## config.mk

```make
export PLATFORM = sky130hd
export DESIGN_NAME = uart_lite
export DESIGN_NICKNAME = d
export VERILOG_FILES = /design/src/rtl/uart_lite_pkg.sv /design/src/rtl/uart_lite_rx.sv /design/src/rtl/uart_lite.sv
export SDC_FILE = /design/constraint.sdc
export NUM_CORES = 1
export LEC_CHECK = 0
export ABC_AREA = 1
export CAP_MARGIN = 20
export CORE_MARGIN = 4
export CORE_UTILIZATION = 25
export CTS_BUF_LIST = sky130_fd_sc_hd__clkbuf_4 sky130_fd_sc_hd__clkbuf_8
export DETAILED_ROUTE_END_ITERATION = 16
export PLACE_DENSITY = 0.59
export SYNTH_ARGS = -nofsm -noshare
export SYNTH_HDL_FRONTEND = slang
export SYNTH_HIERARCHICAL = 1
export SYNTH_SLANG_ARGS = --single-unit
export TNS_END_PERCENT = 10
```

## constraint.sdc

```tcl
create_clock -name clk -period 1.5 [get_ports clk]
set_input_delay 0.375 -clock clk [delete_from_list [all_inputs] [get_ports clk]]
set_output_delay 0.375 -clock clk [all_outputs]
set_load 0.02 [all_outputs]
```

## src/rtl/uart_lite_pkg.sv

```systemverilog
// Shared definitions for the uart_lite peripheral: register offsets, bit positions and FSM encodings.
package uart_lite_pkg;

    localparam logic [1:0] UART_TXDATA = 2'd0;
    localparam logic [1:0] UART_RXDATA = 2'd1;
    localparam logic [1:0] UART_STATUS = 2'd2;
    localparam logic [1:0] UART_CTRL   = 2'd3;

    localparam int unsigned ST_TX_BUSY    = 0;
    localparam int unsigned ST_RX_VALID   = 1;
    localparam int unsigned ST_RX_OVERRUN = 2;
    localparam int unsigned ST_FRAME_ERR  = 3;

    localparam int unsigned CTRL_TX_INT_EN = 0;
    localparam int unsigned CTRL_RX_INT_EN = 1;
    localparam int unsigned CTRL_LOOPBACK  = 2;

    localparam logic UART_IDLE_LEVEL = 1'b1;

    // Bit-period counter width; covers CLK_DIV up to 65535.
    localparam int unsigned CNT_W = 16;

    typedef enum logic [1:0] {
        UART_S_IDLE  = 2'd0,
        UART_S_START = 2'd1,
        UART_S_DATA  = 2'd2,
        UART_S_STOP  = 2'd3
    } uart_state_e;

endpackage

```

## src/rtl/uart_lite_rx.sv

```systemverilog
// 8N1 receiver: 2-flop synchronizer, mid-bit sampling FSM, one-cycle byte_valid pulse.
module uart_lite_rx
    import uart_lite_pkg::*;
#(
    parameter int unsigned CLK_DIV = 434
) (
    input  logic       clk,
    input  logic       rst,
    input  logic       rxd,
    output logic       byte_valid,
    output logic [7:0] rx_data,
    output logic       frame_err
);

    localparam logic [CNT_W-1:0] BIT_LAST  = CNT_W'(CLK_DIV - 1);
    localparam logic [CNT_W-1:0] HALF_LAST = CNT_W'(CLK_DIV / 2 - 1);

    uart_state_e      state;
    logic [CNT_W-1:0] cnt;
    logic [2:0]       bit_idx;
    logic [7:0]       shreg;
    logic             sync1;
    logic             sync2;

    assign rx_data = shreg;

    // After the half-bit start check, every later sample lands at mid-bit.
    always_ff @(posedge clk) begin
        if (rst) begin
            sync1      <= 1'b1;
            sync2      <= 1'b1;
            state      <= UART_S_IDLE;
            cnt        <= '0;
            bit_idx    <= '0;
            shreg      <= '0;
            byte_valid <= 1'b0;
            frame_err  <= 1'b0;
        end else begin
            sync1      <= rxd;
            sync2      <= sync1;
            byte_valid <= 1'b0;
            case (state)
                UART_S_IDLE: begin
                    cnt <= '0;
                    if (!sync2) state <= UART_S_START;
                end
                UART_S_START: begin
                    if (cnt == HALF_LAST) begin
                        cnt     <= '0;
                        bit_idx <= '0;
                        state   <= sync2 ? UART_S_IDLE : UART_S_DATA;
                    end else begin
                        cnt <= cnt + CNT_W'(1);
                    end
                end
                UART_S_DATA: begin
                    if (cnt == BIT_LAST) begin
                        cnt     <= '0;
                        shreg   <= {sync2, shreg[7:1]};
                        bit_idx <= bit_idx + 3'd1;
                        if (bit_idx == 3'd7) state <= UART_S_STOP;
                    end else begin
                        cnt <= cnt + CNT_W'(1);
                    end
                end
                UART_S_STOP: begin
                    if (cnt == BIT_LAST) begin
                        cnt        <= '0;
                        frame_err  <= ~sync2;
                        byte_valid <= 1'b1;
                        state      <= UART_S_IDLE;
                    end else begin
                        cnt <= cnt + CNT_W'(1);
                    end
                end
                default: state <= UART_S_IDLE;
            endcase
        end
    end

endmodule

```

## src/rtl/uart_lite.sv

```systemverilog
// Memory-mapped 8N1 UART: TX shifter, RX holding register, status/ctrl and level interrupt.
// Optional UART_LOOPBACK_EN adds CTRL[2] to route TX internally into RX and hold txd_o idle.
module uart_lite
    import uart_lite_pkg::*;
#(
    parameter int unsigned CLK_DIV = 434
) (
    input  logic        clk,
    input  logic        rst,
    input  logic        ce_i,
    input  logic        we_i,
    input  logic [31:0] addr_i,
    input  logic [3:0]  sel_i,
    input  logic [31:0] data_i,
    output logic [31:0] data_o,
    output logic        uart_int_o,
    output logic        txd_o,
    input  logic        rxd_i
);

    localparam logic [CNT_W-1:0] BIT_LAST = CNT_W'(CLK_DIV - 1);

    logic [1:0] reg_addr;
    logic       wr;
    logic       rd;
    logic       wr_status;
    logic       rd_rx;
    logic       tx_start;
    logic       tx_busy;
    logic       unused_bits;

    assign reg_addr    = addr_i[3:2];
    assign wr          = ce_i & we_i & sel_i[0];
    assign rd          = ce_i & ~we_i;
    assign wr_status   = wr & (reg_addr == UART_STATUS);
    assign rd_rx       = rd & (reg_addr == UART_RXDATA);
    assign unused_bits = ^{addr_i[31:4], addr_i[1:0], sel_i[3:1], data_i[31:8]};

    // Transmitter state
    uart_state_e      tx_state;
    logic [CNT_W-1:0] tx_cnt;
    logic [2:0]       tx_bit;
    logic [7:0]       tx_shreg;
    logic             tx_line;
    logic             tx_next;
    logic             loopback;

    assign tx_busy  = (tx_state != UART_S_IDLE);
    assign tx_start = wr & (reg_addr == UART_TXDATA) & ~tx_busy;

    // Serial level for the next cycle, shared by the internal line and the pin.
    always_comb begin
        tx_next = tx_line;
        case (tx_state)
            UART_S_IDLE:  if (tx_start) tx_next = 1'b0;
            UART_S_START: if (tx_cnt == BIT_LAST) tx_next = tx_shreg[0];
            UART_S_DATA: begin
                if (tx_cnt == BIT_LAST)
                    tx_next = (tx_bit == 3'd7) ? UART_IDLE_LEVEL : tx_shreg[tx_bit + 3'd1];
            end
            default: tx_next = tx_line;
        endcase
    end

    always_ff @(posedge clk) begin
        if (rst) begin
            tx_state <= UART_S_IDLE;
            tx_cnt   <= '0;
            tx_bit   <= '0;
            tx_shreg <= '0;
            tx_line  <= UART_IDLE_LEVEL;
            txd_o    <= UART_IDLE_LEVEL;
        end else begin
            tx_line <= tx_next;
            txd_o   <= loopback ? UART_IDLE_LEVEL : tx_next;
            case (tx_state)
                UART_S_IDLE: begin
                    tx_cnt <= '0;
                    tx_bit <= '0;
                    if (tx_start) begin
                        tx_shreg <= data_i[7:0];
                        tx_state <= UART_S_START;
                    end
                end
                UART_S_START: begin
                    if (tx_cnt == BIT_LAST) begin
                        tx_cnt   <= '0;
                        tx_state <= UART_S_DATA;
                    end else begin
                        tx_cnt <= tx_cnt + CNT_W'(1);
                    end
                end
                UART_S_DATA: begin
                    if (tx_cnt == BIT_LAST) begin
                        tx_cnt <= '0;
                        tx_bit <= tx_bit + 3'd1;
                        if (tx_bit == 3'd7) tx_state <= UART_S_STOP;
                    end else begin
                        tx_cnt <= tx_cnt + CNT_W'(1);
                    end
                end
                UART_S_STOP: begin
                    if (tx_cnt == BIT_LAST) begin
                        tx_cnt   <= '0;
                        tx_state <= UART_S_IDLE;
                    end else begin
                        tx_cnt <= tx_cnt + CNT_W'(1);
                    end
                end
                default: tx_state <= UART_S_IDLE;
            endcase
        end
    end

`ifdef UART_LOOPBACK_EN
    always_ff @(posedge clk) begin
        if (rst) loopback <= 1'b0;
        else if (wr && reg_addr == UART_CTRL) loopback <= data_i[CTRL_LOOPBACK];
    end
`else
    assign loopback = 1'b0;
`endif

    // Receiver
    logic       rx_line;
    logic       rx_byte_valid;
    logic [7:0] rx_data;
    logic       rx_ferr;

    assign rx_line = loopback ? tx_line : rxd_i;

    uart_lite_rx #(.CLK_DIV(CLK_DIV)) u_rx (
        .clk        (clk),
        .rst        (rst),
        .rxd        (rx_line),
        .byte_valid (rx_byte_valid),
        .rx_data    (rx_data),
        .frame_err  (rx_ferr)
    );

    // Registers; clears are written before sets so a same-cycle error event wins.
    logic [7:0] rx_byte;
    logic       rx_valid;
    logic       rx_overrun;
    logic       frame_err;
    logic       tx_int_en;
    logic       rx_int_en;

    always_ff @(posedge clk) begin
        if (rst) begin
            rx_byte    <= '0;
            rx_valid   <= 1'b0;
            rx_overrun <= 1'b0;
            frame_err  <= 1'b0;
            tx_int_en  <= 1'b0;
            rx_int_en  <= 1'b0;
            uart_int_o <= 1'b0;
        end else begin
            if (wr && reg_addr == UART_CTRL) begin
                tx_int_en <= data_i[CTRL_TX_INT_EN];
                rx_int_en <= data_i[CTRL_RX_INT_EN];
            end
            if (wr_status && data_i[ST_RX_OVERRUN]) rx_overrun <= 1'b0;
            if (wr_status && data_i[ST_FRAME_ERR])  frame_err  <= 1'b0;
            if (rx_byte_valid) begin
                if (!rx_valid || rd_rx) begin
                    rx_byte  <= rx_data;
                    rx_valid <= 1'b1;
                end else begin
                    rx_overrun <= 1'b1;
                end
                if (rx_ferr) frame_err <= 1'b1;
            end else if (rd_rx) begin
                rx_valid <= 1'b0;
            end
            uart_int_o <= (rx_int_en & rx_valid) | (tx_int_en & ~tx_busy);
        end
    end

    // Read mux
    always_comb begin
        data_o = '0;
        if (ce_i && !we_i) begin
            case (reg_addr)
                UART_RXDATA: data_o = {24'd0, rx_byte};
                UART_STATUS: begin
                    data_o[ST_TX_BUSY]    = tx_busy;
                    data_o[ST_RX_VALID]   = rx_valid;
                    data_o[ST_RX_OVERRUN] = rx_overrun;
                    data_o[ST_FRAME_ERR]  = frame_err;
                end
                UART_CTRL: begin
                    data_o[CTRL_TX_INT_EN] = tx_int_en;
                    data_o[CTRL_RX_INT_EN] = rx_int_en;
                    data_o[CTRL_LOOPBACK]  = loopback;
                end
                default: data_o = '0;
            endcase
        end
    end

endmodule

```

# Word-level counts from Yosys, hierarchy flattened
# Index checks and enable logic that the tools add are counted.
[word_totals]
reg_bits = 77
inputBits = 73
[op_classes]
addsub = 4
n_lt_le_gt_ge = 1
n_eq_ne = 25
muxes = 44
bitwise_logic = 14
reduce_logical = 28
[ops]
columns = ["operator", "n"]
rows = [
  ["2-to-1 mux 16 bit", 3],
  ["case mux 16 bit (3 select lines)", 1],
  ["adder 16 x 1 -> 16 bit (second input constant)", 2],
  ["equality test 16 x 9 -> 1 bit (second input constant)", 2],
  ["case mux 16 bit (2 select lines)", 1],
  ["2-to-1 mux 2 bit", 11],
  ["equality test 16 x 8 -> 1 bit (second input constant)", 1],
  ["case mux 2 bit (4 select lines)", 2],
  ["2-to-1 mux 1 bit", 15],
  ["!= test 2 bit (second input constant)", 7],
  ["equality test 2 bit (second input constant)", 6],
  ["case mux 3 bit (2 select lines)", 2],
  ["AND reduction 2 bit", 6],
  ["AND reduction 5 bit", 2],
  ["AND 1 bit", 9],
  ["2-to-1 mux 3 bit", 3],
  ["case mux 3 bit (3 select lines)", 1],
  ["2-to-1 mux 8 bit", 1],
  ["!= test 2 x 1 -> 1 bit (second input constant)", 4],
  ["nonzero test 2 bit", 4],
  ["adder 3 x 1 -> 3 bit (second input constant)", 2],
  ["equality test 2 x 1 -> 1 bit (second input constant)", 3],
  ["equality test 3 bit (second input constant)", 2],
  ["logical NOT 2 bit", 3],
  ["other kinds (15)", 23],
]

# Longest topological paths before layout
[depth]
ltp_word = 7
depth_mapped = 11
ltp_nobuf = 11

# Hierarchy
# The synthesis kept the hierarchy.
[modules_own_cells]
columns = ["mod", "n_inst", "cells_per_inst", "area_per_inst_um2", "seq_area_each_um2"]
rows = [
  ["uart_lite", 1, 346, 2409.8, 880.8],
  ["uart_lite_rx", 1, 200, 1631.6, 660.6],
]

# Least setup slack after synthesis
# No wires, ideal clock.
[synth_timing]
path_type = "input port to output port"
start = "in addr_i[3]"
end = "out data_o[2]"
t_arrival_ns = 1.373
path_slack_ns = -0.248
path_stages = 5
n_path_buf = 1
cell_sequence = "inv_1 ha_1 buf_2 nand2_1 a211oi_1"
[synth_via]
elab_chain_cells = 3
word_cells_on_any_way = 5
cone_classes = "eq/ne: 3; mux: 2"
[synth_lines]
columns = ["element", "line", "source"]
rows = [
  ["start: declaration", "uart_lite.sv:12", "input logic [31:0] addr_i,"],
  ["equality test 2 bit or equality test 2 x 1 -> 1 bit (tied branches)", "uart_lite.sv:184", "case (reg_addr)"],
  ["case mux 3 bit (3 select lines) (*)", "uart_lite.sv:184", ""],
  ["2-to-1 mux 8 bit (*)", "uart_lite.sv:183", "if (ce_i && !we_i) begin"],
  ["end: declaration", "uart_lite.sv:15", "output logic [31:0] data_o,"],
]
# Mark *: on every way between the ends. The rest lies on a longest branch, timed or not.

# Final worst setup path
[layout_timing]
start = "reg tx_state[0]"
end = "out data_o[0]"
[layout_via]
elab_chain_cells = 3
[layout_lines]
columns = ["element", "line", "source"]
rows = [
  ["start: declaration", "uart_lite.sv:40", "uart_state_e tx_state;"],
  ["start signal: assignment", "uart_lite.sv:67", "tx_state <= UART_S_IDLE;"],
  ["start signal: assignment", "uart_lite.sv:82", "tx_state <= UART_S_START;"],
  ["start signal: assignment", "uart_lite.sv:88", "tx_state <= UART_S_DATA;"],
  ["nonzero test 2 bit", "uart_lite.sv:48", "assign tx_busy = (tx_state != UART_S_IDLE);"],
  ["case mux 3 bit (3 select lines)", "uart_lite.sv:184", ""],
  ["2-to-1 mux 8 bit", "uart_lite.sv:183", ""],
]
# Every way passes these cells.

==> summary.md <==
| Metric | Value |
|---|---|
| Sequential share of the synthesized area | `0.381` |
| Hold/Removal Path Class | `flip-flop to flip-flop` |
| Fmax | `between 500 and 600 MHz` |
| Status | `finished with violations` |
| Post-route cell area | `between 5000 and 6000 um2` |
| Post-synth top area cell | `dfxtp_1` |
| Maxcap violations | `0` |
| First-pass GRT wire length | `between 10 and 15 mm` |
| Antenna violations before repair | `0` |
| Worst skew pair latency | `0.36 ns` |
| Top routing layer used | `met4` |
| Die ar. | `18,300 um2` |
| IO Count | `107` |
| DP Wirelength | `6.36 mm` |
| Top-area cell type share of the netlist area | `0.381` |
| Final Worst Setup Slack | `-0.196 ns` |
| CP Launch Type | `flip-flop` |
| CTS buffer count | `9` |
| Critical Path Sink Type | `output port` |
| P&R area growth vs syn | `34.4%` |
| Maximum vdd drop | `0.461 mV` |
| M1 wire length | `approximately 4.4 mm` |
| Total track usage | `0.0988` |
| Vias in the first global route | `roughly 3,200` |
| Synth Register Bits | `77` |
| ANT cells | `0` |
| Power Density | `869 nW/um2` |
| RSZ-0062 raised after global routing | `true` |
| Final Util | `0.342` |
| Final worst path period need | `about 1.7 ns` |
| Critical path required time | `around 1.1 ns` |
| Worst Path Arrival | `1.32 ns` |
| Number of port buffers | `25` |
| Via count | `3,500` |
| GPL Wtd Cong | `0.777` |
| Final TNS setup | `-0.820 ns` |
| Fin. Hold Viols | `0` |
| R2r setup slk | `roughly 0.06 ns` |
| Vias per inst | `4.10` |
| Crit Path Class | `flip-flop to output port` |
| Global route overflow | `0` |
| Drt total wl | `between 9 and 10 mm` |
| Die X-Extent | `~140 um` |
| CTS clk-pin slew, worst paths | `around 0.090 ns` |
| CTS tree | `built` |
| Wire per inst | `10.6 um` |
| Met2 wire len | `4.21 mm` |
| Synth Instances | `546` |
| Crit Path Max Fanout | `2` |
| Largest net degree at the start of global routing | `22` |
| Starting DRT DRC Count | `138` |
| CTS Hold Buffers Added | `0` |
| Max Transition Viols Final | `0` |
| Mapped Area | `4040 um2` |
| Longest Clk Path Bufs | `2` |
| Starting Density | `0.254` |
| Endpoints failing setup | `8` |
| Post-synth EDFFs | `0` |
| Htree depth | `3` |
| Dpl cell area | `4800 um2` |
| Asr flop ratio synth | `0` |
| Dpl cells | `between 800 and 900` |
| DR WL met3 | `~330 um` |
| Row Count | `46` |
| Pre-CTS WS | `-1.12 ns` |
| Pleak | `2.13 nW` |
| TritonRoute pass-1 iters | `4` |
| Antenna-violating nets left | `0` |
| Post-route DRC violation count | `0` |
| Synth warn | `6` |
| Main flop type after synthesis | `dfxtp_1` |
| Cell Count, Final, Fillers Out | `~850` |
| Failing checks | `negative setup slack` |
| CTS Root Cell | `clkbuf_8` |
| Final cycle utilization of the critical path | `1.13` |
| Area of the core | `~16,000 um2` |
| # nets final | `724` |
| Die H | `135 um` |
| Clock Skews | `0.0173 ns` |
| Layout cells sized above 1 | `0.303` |
| Yosys cell types | `39` |
| Synth area leaders | `dfxtp_1, nand2_1, nor2_1` |
| Clock sinks | `77` |
| Avg Inst Size Synth | `7.40 um2` |
## synth_stat cells (5+ instances only)
| library cell | n |
|---|---|
| nand3_1 | 21 |
| dfxtp_1 | 77 |
| nor2_1 | 85 |
| nand3_2 | 7 |
| nand2_1 | 92 |
| nand2_2 | 10 |
| inv_1 | 61 |
| ha_1 | 18 |
| nand4_1 | 5 |
| nor2_4 | 5 |
| o21ai_0 | 36 |
| a21oi_1 | 36 |
| buf_4 | 24 |
| nor2_2 | 11 |
## kinds of logic (layout without fill, tap and decap cells)
family / Yosys count / after routing / synth area share
buffers and inverters: 96 / 164 / 0.119
AO/OA/AOI/OAI: 84 / 84 / 0.112
adder cells (fa/ha/maj): 18 / 18 / 0.0557
flip-flops: 77 / 77 / 0.381
other: 1 / 24 / 0.000928
AND/OR/NAND/NOR: 262 / 263 / 0.314
XOR/XNOR: 8 / 8 / 0.0173
## layout by cell type, fill, tap and decap left out, types with 4 or more instances in the layout
cell	instances
a21oi_1	33
buf_4	50
buf_6	19
clkbuf_8	10
clkdlybuf4s50_1	11
conb_1	24
dfxtp_1	66
dfxtp_2	9
ha_1	11
ha_4	6
inv_1	52
inv_2	8
nand2_1	88
nand2_2	13
nand3_1	19
nand3_2	6
nand4_1	5
nor2_1	73
nor2_2	15
nor2_4	13
nor3_2	4
o21ai_0	32
o21ai_1	4
xnor2_1	4
xor2_1	4
## timing repair
action / 4_1_cts / 5_1_grt
endpoints found under the setup margin: 31 / 55
pin swaps: 7 / 13
resized for setup: 89 / 68
gates cloned: 0 / 1
buffers inserted: 5 / 6
## registers in the layout, indices dropped and copies added (netlist names), 2 cells and up, named ones only
signal / cells
tx_cnt: 16
u_rx/rx_data: 8
tx_shreg: 8
rx_byte: 8
u_rx/cnt: 16
tx_state: 2
tx_bit: 3
u_rx/bit_idx: 3
## worst paths after layout
| kind | endpoint | cells past startpoint | start |
|---|---|---|---|
| setup reg to reg | tx_shreg[7] | 10 | tx_state[0] |
| hold reg to reg | u_rx/sync2 | 1 | u_rx/sync1 |
| setup / recovery | data_o[0] | 8 | tx_state[0] |
| hold / removal | u_rx/sync2 | 1 | u_rx/sync1 |
## power by group
group          switching (mW)  total (mW)  internal (mW)
clock network           0.752        1.62          0.871
logic                   0.527       0.950          0.424
registers              0.0451        2.14           2.10
## layout make-up
class | count | area [um2]
fill | 1709 | 10500
inverter | 63 | 244
tap | 216 | 270
clock inverter | 3 | 45.0
timing repair buffer | 85 | 747
clock buffer | 13 | 160
sequential | 77 | 1560
multi-input combinational | 397 | 2400
## per-stage QoR
step	hold slack [ns]	power, mW
2_1_floorplan	0.389	2.67
3_3_place_gp	0.394	2.92
3_5_place_dp	0.393	2.93
4_1_cts	0.412	4.65
5_1_grt	0.453	4.99
6_report	0.410	4.72
## per-layer routing
| metal | vias to the layer above | track usage |
|---|---|---|
| met1 | 1559 | 0.133 |
| met3 | 10 | 0.0260 |
| li1 | 1876 | - |
| met2 | 55 | 0.157 |
| met5 | - | 0 |
| met4 | 0 | 0.0269 |
## critical path, stage by stage, from the launching register on
cell and delay, ns:
dfxtp_2 0.34, inv_2 0.05, ha_4 0.16, inv_2 0.05, nand2_1 0.04, o211ai_1 0.07
nand2_1 0.07, inv_1 0.06, buf_6 0.11
Power figures use the tool's default switching activity.
